<file path="config.mk">
export PLATFORM = sky130hd
export DESIGN_NAME = mem_wb_stage
export DESIGN_NICKNAME = d
export VERILOG_FILES = /design/src/rtl/mem_pkg.sv /design/src/rtl/mem_wb_stage_load_align.sv /design/src/rtl/mem_wb_stage.sv
export SDC_FILE = /design/constraint.sdc
export NUM_CORES = 1
export LEC_CHECK = 0
export CAP_MARGIN = 20
export CORE_AREA = 2 2 240 242
export DETAILED_ROUTE_END_ITERATION = 8
export DIE_AREA = 0 0 242 244
export PLACE_DENSITY = 0.53
export SLEW_MARGIN = 20
export SYNTH_ARGS = -nofsm -noshare
export SYNTH_HDL_FRONTEND = slang
export SYNTH_SLANG_ARGS = --single-unit
</file>
<file path="constraint.sdc">
create_clock -name clk -period 4.1 [get_ports clk]
set_input_delay 1.025 -clock clk [delete_from_list [all_inputs] [get_ports clk]]
set_output_delay 1.025 -clock clk [all_outputs]
set_load 0.02 [all_outputs]
</file>
<file path="src/rtl/mem_pkg.sv">
// Shared definitions for the MEM stage: access size encodings, FSM state
// type, size-to-byte-mask constants and small lane helpers.
package mem_pkg;

  // Access size, taken from funct3[1:0]
  localparam logic [1:0] SZ_B = 2'b00;
  localparam logic [1:0] SZ_H = 2'b01;
  localparam logic [1:0] SZ_W = 2'b10;
  localparam logic [1:0] SZ_D = 2'b11;

  typedef enum logic [0:0] {
    IDLE = 1'b0,
    BUSY = 1'b1
  } mem_state_t;

  localparam logic [7:0] MASK_B = 8'h01;
  localparam logic [7:0] MASK_H = 8'h03;
  localparam logic [7:0] MASK_W = 8'h0F;
  localparam logic [7:0] MASK_D = 8'hFF;

  function automatic logic [7:0] size_mask(input logic [1:0] size);
    case (size)
      SZ_B:    return MASK_B;
      SZ_H:    return MASK_H;
      SZ_W:    return MASK_W;
      default: return MASK_D;
    endcase
  endfunction

  // An access is misaligned when the byte offset is not a multiple of its size
  function automatic logic is_misaligned(input logic [1:0] size, input logic [2:0] offset);
    case (size)
      SZ_B:    return 1'b0;
      SZ_H:    return offset[0];
      SZ_W:    return |offset[1:0];
      default: return |offset;
    endcase
  endfunction

endpackage

</file>
<file path="src/rtl/mem_wb_stage_load_align.sv">
// Load lane alignment: shifts the addressed bytes of a doubleword down to
// bit 0, truncates to the access size and sign/zero extends to 64 bits.
// Ports:
//   rdata       - raw doubleword from data memory
//   offset      - byte offset of the access within the doubleword
//   size        - access size (SZ_B/H/W/D)
//   is_unsigned - 1 = zero-extend, 0 = sign-extend
//   data        - extended load value
module load_align
  import mem_pkg::*;
(
  input  logic [63:0] rdata,
  input  logic [2:0]  offset,
  input  logic [1:0]  size,
  input  logic        is_unsigned,
  output logic [63:0] data
);

  logic [63:0] shifted;

  always_comb begin
    shifted = rdata >> {offset, 3'b000};
    data    = shifted;
    case (size)
      SZ_B:    data = is_unsigned ? {56'd0, shifted[7:0]}  : {{56{shifted[7]}},  shifted[7:0]};
      SZ_H:    data = is_unsigned ? {48'd0, shifted[15:0]} : {{48{shifted[15]}}, shifted[15:0]};
      SZ_W:    data = is_unsigned ? {32'd0, shifted[31:0]} : {{32{shifted[31]}}, shifted[31:0]};
      default: data = shifted;
    endcase
  end

endmodule

</file>
<file path="src/rtl/mem_wb_stage.sv">
// MEM pipeline stage plus MEM/WB register. Issues loads/stores on a req/ack
// data-memory port, stalls the upstream pipeline while an access is in
// flight, aborts an access after TIMEOUT_CYCLES busy cycles (0 = never),
// resolves beq/bne for PC select and registers writeback data.
// Ports:
//   clk, reset_n            - clock, synchronous active-low reset
//   *_S                     - EX/MEM register outputs (controls, result, store data, branch)
//   dmem_*                  - data-memory request/response port
//   stall_mem               - hold PC/IF/ID/EX/EX_MEM this cycle
//   PCSrc, Branch_Target    - branch redirect
//   misalign, bus_error     - one-cycle error pulses
//   *_W                     - MEM/WB register outputs
//
// state | meaning
// IDLE  | no access in flight; ALU results and bubbles flow to MEM/WB
// BUSY  | request outstanding; waiting for dmem_ack or timeout
module mem_wb_stage
  import mem_pkg::*;
#(
  parameter int TIMEOUT_CYCLES = 255,
  parameter int CNT_W          = 16
) (
  input  logic        clk,
  input  logic        reset_n,
  input  logic        RegWrite_S,
  input  logic        MemtoReg_S,
  input  logic        MemRead_S,
  input  logic        MemWrite_S,
  input  logic        Branch_S,
  input  logic        ZERO_S,
  input  logic [63:0] Result_S,
  input  logic [63:0] Write_Data_Mem_S,
  input  logic [63:0] Branch_Address_S,
  input  logic [3:0]  Funct_S,
  input  logic [4:0]  RD_S,
  output logic        dmem_req,
  output logic        dmem_we,
  output logic [63:0] dmem_addr,
  output logic [63:0] dmem_wdata,
  output logic [7:0]  dmem_be,
  input  logic        dmem_ack,
  input  logic [63:0] dmem_rdata,
  output logic        stall_mem,
  output logic        PCSrc,
  output logic [63:0] Branch_Target,
  output logic        misalign,
  output logic        bus_error,
  output logic        RegWrite_W,
  output logic        MemtoReg_W,
  output logic [63:0] Read_Data_W,
  output logic [63:0] Result_W,
  output logic [4:0]  RD_W
);

  localparam int              TO_LAST_I = (TIMEOUT_CYCLES == 0) ? 0 : TIMEOUT_CYCLES - 1;
  localparam logic [CNT_W-1:0] TO_LAST  = CNT_W'(TO_LAST_I);

  mem_state_t       state;
  logic [CNT_W-1:0] cnt;
  logic             mem_op;
  logic             misal;
  logic             timeout_hit;
  logic [1:0]       size;
  logic [2:0]       offset;
  logic [63:0]      load_data;
  logic             unused_funct7;

  assign mem_op        = MemRead_S | MemWrite_S;
  assign size          = Funct_S[1:0];
  assign offset        = Result_S[2:0];
  assign misal         = is_misaligned(size, offset);
  assign timeout_hit   = (TIMEOUT_CYCLES != 0) && (cnt == TO_LAST);
  assign unused_funct7 = Funct_S[3];

  // beq takes on ZERO, bne on !ZERO; selected by funct3[0]
  assign PCSrc         = Branch_S & (Funct_S[0] ? ~ZERO_S : ZERO_S);
  assign Branch_Target = Branch_Address_S;

  // Ack beats timeout, so the stall only drops on completion or abort
  always_comb begin
    stall_mem = 1'b0;
    case (state)
      IDLE:    stall_mem = mem_op & ~misal;
      BUSY:    stall_mem = ~dmem_ack & ~timeout_hit;
      default: stall_mem = 1'b0;
    endcase
  end

  load_align u_load_align (
    .rdata       (dmem_rdata),
    .offset      (offset),
    .size        (size),
    .is_unsigned (Funct_S[2]),
    .data        (load_data)
  );

  always_ff @(posedge clk) begin
    if (!reset_n) begin
      state       <= IDLE;
      cnt         <= '0;
      dmem_req    <= 1'b0;
      dmem_we     <= 1'b0;
      dmem_addr   <= '0;
      dmem_wdata  <= '0;
      dmem_be     <= '0;
      misalign    <= 1'b0;
      bus_error   <= 1'b0;
      RegWrite_W  <= 1'b0;
      MemtoReg_W  <= 1'b0;
      Read_Data_W <= '0;
      Result_W    <= '0;
      RD_W        <= '0;
    end else begin
      // MEM/WB defaults to a bubble; only pass-through and completion override it
      misalign    <= 1'b0;
      bus_error   <= 1'b0;
      RegWrite_W  <= 1'b0;
      MemtoReg_W  <= 1'b0;
      Read_Data_W <= '0;
      Result_W    <= '0;
      RD_W        <= '0;
      case (state)
        IDLE: begin
          if (mem_op) begin
            if (misal) begin
              misalign <= 1'b1;
            end else begin
              state      <= BUSY;
              cnt        <= '0;
              dmem_req   <= 1'b1;
              dmem_we    <= MemWrite_S;
              dmem_addr  <= {Result_S[63:3], 3'b000};
              dmem_wdata <= Write_Data_Mem_S << {offset, 3'b000};
              dmem_be    <= size_mask(size) << offset;
            end
          end else begin
            RegWrite_W <= RegWrite_S;
            MemtoReg_W <= MemtoReg_S;
            Result_W   <= Result_S;
            RD_W       <= RD_S;
          end
        end
        BUSY: begin
          if (dmem_ack) begin
            RegWrite_W  <= RegWrite_S;
            MemtoReg_W  <= MemtoReg_S;
            Read_Data_W <= load_data;
            Result_W    <= Result_S;
            RD_W        <= RD_S;
            state       <= IDLE;
            cnt         <= '0;
            dmem_req    <= 1'b0;
            dmem_we     <= 1'b0;
            dmem_be     <= '0;
          end else if (timeout_hit) begin
            bus_error <= 1'b1;
            state     <= IDLE;
            cnt       <= '0;
            dmem_req  <= 1'b0;
            dmem_we   <= 1'b0;
            dmem_be   <= '0;
          end else begin
            cnt <= cnt + 1'b1;
          end
        end
        default: state <= IDLE;
      endcase
    end
  end

endmodule

</file>
==> impl_metrics.py <==
metrics = {
    "finish": {
        "area_growth_pct": 48.4,
        "regArea_um2": 5790,
        "fin_cells": 2613,
        "nets": 2105,
        "layout-drive-gt1-share": 0.0981,
        "final_area_um2": 19600,
        "multi_input_area_um2": 6360,
        "fillers": 5746,
    },
    "timing": {
        "period_share": 0.869,
        "slew_viol_final": 0,
        "fin_skew_ns": 0.0170,
        "rsz0062_at_grt": "false",
        "max_freq_mhz": 281,
        "fin_hold_ws_ns": 0.452,
        "finalSetupTns_ns": 0,
        "final-setup-viol-count": 0,
        "tightest_slew_ns": 1.06,
        "hold_viol": 0,
        "period_needed_ns": 3.56,
        "slew_headroom": 0.293,
    },
    "synth": {
        "synthCells": 1459,
        "synth.yosys.seq_area_share": 0.439,
        "avgSynthCellArea_um2": 9.03,
        "synth_edf_count": 0,
        "synth_ff_type": "dfxtp_1",
        "async_flop_share": 0,
        "synth.distinct_cells": 62,
        "ys_ff_latch": 289,
        "ys_warn_count": 0,
        "synth_area_um2": 13200,
    },
    "clock_tree": {
        "cts_setup_buffers": 0,
        "cts-root-buf": "clkbuf_16",
        "numCtsBuffers": 38,
        "htree_levels": 2,
        "worstSkewPairLatency_ns": 0.55,
        "cts.path.max_buffers": 3,
        "cts.reportedPaths.clkPinSlew_ns": 0.06,
        "clock-sinks": 289,
        "hold_buffers": 0,
        "postCtsResizedCells": 0,
        "cts_tree": "yes",
    },
    "worst_setup_path": {
        "worstSetupPathType": "in2out",
        "cp.required_ns": 3.07,
        "arrival_ns": 2.54,
        "endpoint_kind": "output pin",
        "path_max_fanout": 3,
        "cp-start-kind": "input pin",
    },
    "hold_path": {
        "hold_path.class": "reg2reg",
    },
    "global_route": {
        "track_usage": 0.175,
        "grt_pass1_vias": 11900,
        "grt_pass1_wl_mm": 78.5,
        "grt_max_degree": 128,
        "antenna_found_initial": 3,
        "globalRouteOverflowTotal": 0,
    },
    "die": {
        "start_util": 0.235,
        "pin_count": 615,
        "core_um2": 56200,
        "die_y_um": 244,
        "rows": 87,
        "die_area_um2": 59000,
        "fp.dieW_um": 242,
    },
    "power_and_ir_drop": {
        "leakage_nw": 7.18,
        "peakVddDrop_uv": 318,
        "powerDensity_nw_per_um2": 410,
    },
    "detailed_routing": {
        "drt_iter0_drc": 669,
        "vias": 12100,
        "drt_wl_total_mm": 54.0,
        "first_pass_iters": 5,
        "ant_nets": 0,
        "drc": 0,
        "wl_per_cell_um": 20.7,
        "avgViaCountPerCell": 4.65,
    },
    "run_status": {
        "status": "completed",
    },
    "placement": {
        "dp_hpwl_mm": 39.2,
        "dp_cells": 2545,
        "placed_cell_area_um2": 18200,
        "numPortBuffers": 482,
        "routabilityCongestion": 0.878,
    },
    "job": {
        "drv_cap": 0,
    },
}
state kept, by name (all words and copies together) (netlist names):
signal       count
misalign         1
dmem_be          8
dmem_addr       61
MemtoReg_W       1
bus_error        1
dmem_we          1
RD_W             5
state            1
Read_Data_W     64
RegWrite_W       1
cnt             16
Result_W        64
dmem_wdata      64
dmem_req         1
layout by cell type (no fill, tap or decap), drive strengths merged, types with 8 or more instances in the layout:
master         count
nor2b             34
nand2            223
mux2i             78
nor3              25
buf               33
o2bb2ai            8
clkbuf            51
dfxtp            289
mux4              23
a211oi            56
a2111oi            8
a22o               8
nor2              82
o21ai             28
a31o               9
nand2b            15
inv                8
a32oi             10
and2              88
clkdlybuf4s50    478
mux2              37
or3               10
a21oi            157
o221ai             8
o211a              9
critical path: stages:
cell             delay [ns]
clkdlybuf4s50_1        0.59
a21oi_1                0.14
o211ai_1               0.41
nand2_1                0.17
buf_4                  0.19
metal layers:
layer / up-vias / global-route usage / part of all wire / wire (um)
li1: 5780 / - / - / -
met1: 5750 / 0.220 / 0.43 / 23100
met2: 489 / 0.284 / 0.46 / 24900
met3: 120 / 0.0495 / 0.075 / 4060
met4: 4 / 0.0648 / 0.034 / 1840
met5: - / 0 / 0.00043 / 23
synthesized netlist by cell type (all sizes together), types with 5 or more instances:
cell type | n | area share
dfxtp | 289 | 0.44
nand2 | 223 | 0.064
a21oi | 157 | 0.060
buf | 110 | 0.058
and2 | 88 | 0.042
nor2 | 82 | 0.023
mux2i | 78 | 0.059
clkbuf | 73 | 0.021
a211oi | 56 | 0.032
mux2 | 37 | 0.032
nor2b | 34 | 0.016
o21ai | 28 | 0.011
nor3 | 25 | 0.010
mux4 | 23 | 0.039
nand2b | 15 | 0.0071
a32oi | 10 | 0.0066
or3 | 10 | 0.0047
a31o | 9 | 0.0060
o211a | 9 | 0.0068
a2111oi | 8 | 0.0053
a22o | 8 | 0.0053
o221ai | 8 | 0.0053
o2bb2ai | 8 | 0.0053
and3 | 5 | 0.0024
inv | 5 | 0.0014
nand4 | 5 | 0.0024
o211ai | 5 | 0.0028
worst paths after layout:
| check | start | to | slack (ns) | cells past startpoint |
|---|---|---|---|---|
| max | Funct_S[1] | stall_mem | 0.54 | 5 |
| min | dmem_addr[58] | dmem_addr[58] | 0.45 | 2 |
| max reg2reg | state | dmem_wdata[25] | 1.71 | 6 |
| min reg2reg | dmem_addr[58] | dmem_addr[58] | 0.45 | 2 |
kinds of logic after synthesis:
kind of cell,count (synthesis),share of synthesized area
and+or+nand+nor,508,0.183
AOI/OAI and AO/OA,328,0.162
DFF,289,0.439
buffers and inverters,188,0.0805
muxes,138,0.130
xor gates and xnor gates,5,0.00332
adders and majority gates,2,0.00190
other,1,0.000285
report_power, final:
| group | total (W) | switching [W] | internal [W] |
|---|---|---|---|
| registers | 0.00300 | 0.0000576 | 0.00294 |
| clock network | 0.00356 | 0.00137 | 0.00219 |
| logic | 0.00146 | 0.000789 | 0.000669 |
| total | 0.00801 | 0.00221 | 0.00580 |
final cells by class:
cell class,count,area share
inverters,5,0.00109
clock inverters,16,0.0120
clock buffers,51,0.0558
multi-input cells,984,0.326
flip-flops and latches,289,0.296
well taps,756,0.0484
diodes,1,0.000128
repair buffers,511,0.261
metrics by stage:
step           setup slack, ns  utilization  total power, W
5_1_grt                  0.444        0.348         0.00835
2_1_floorplan            0.686            -         0.00388
6_report                 0.537        0.348         0.00801
3_3_place_gp             0.449        0.324         0.00451
4_1_cts                  0.441        0.348         0.00815
3_5_place_dp             0.443        0.324         0.00452
Power figures use the tool's default switching activity.
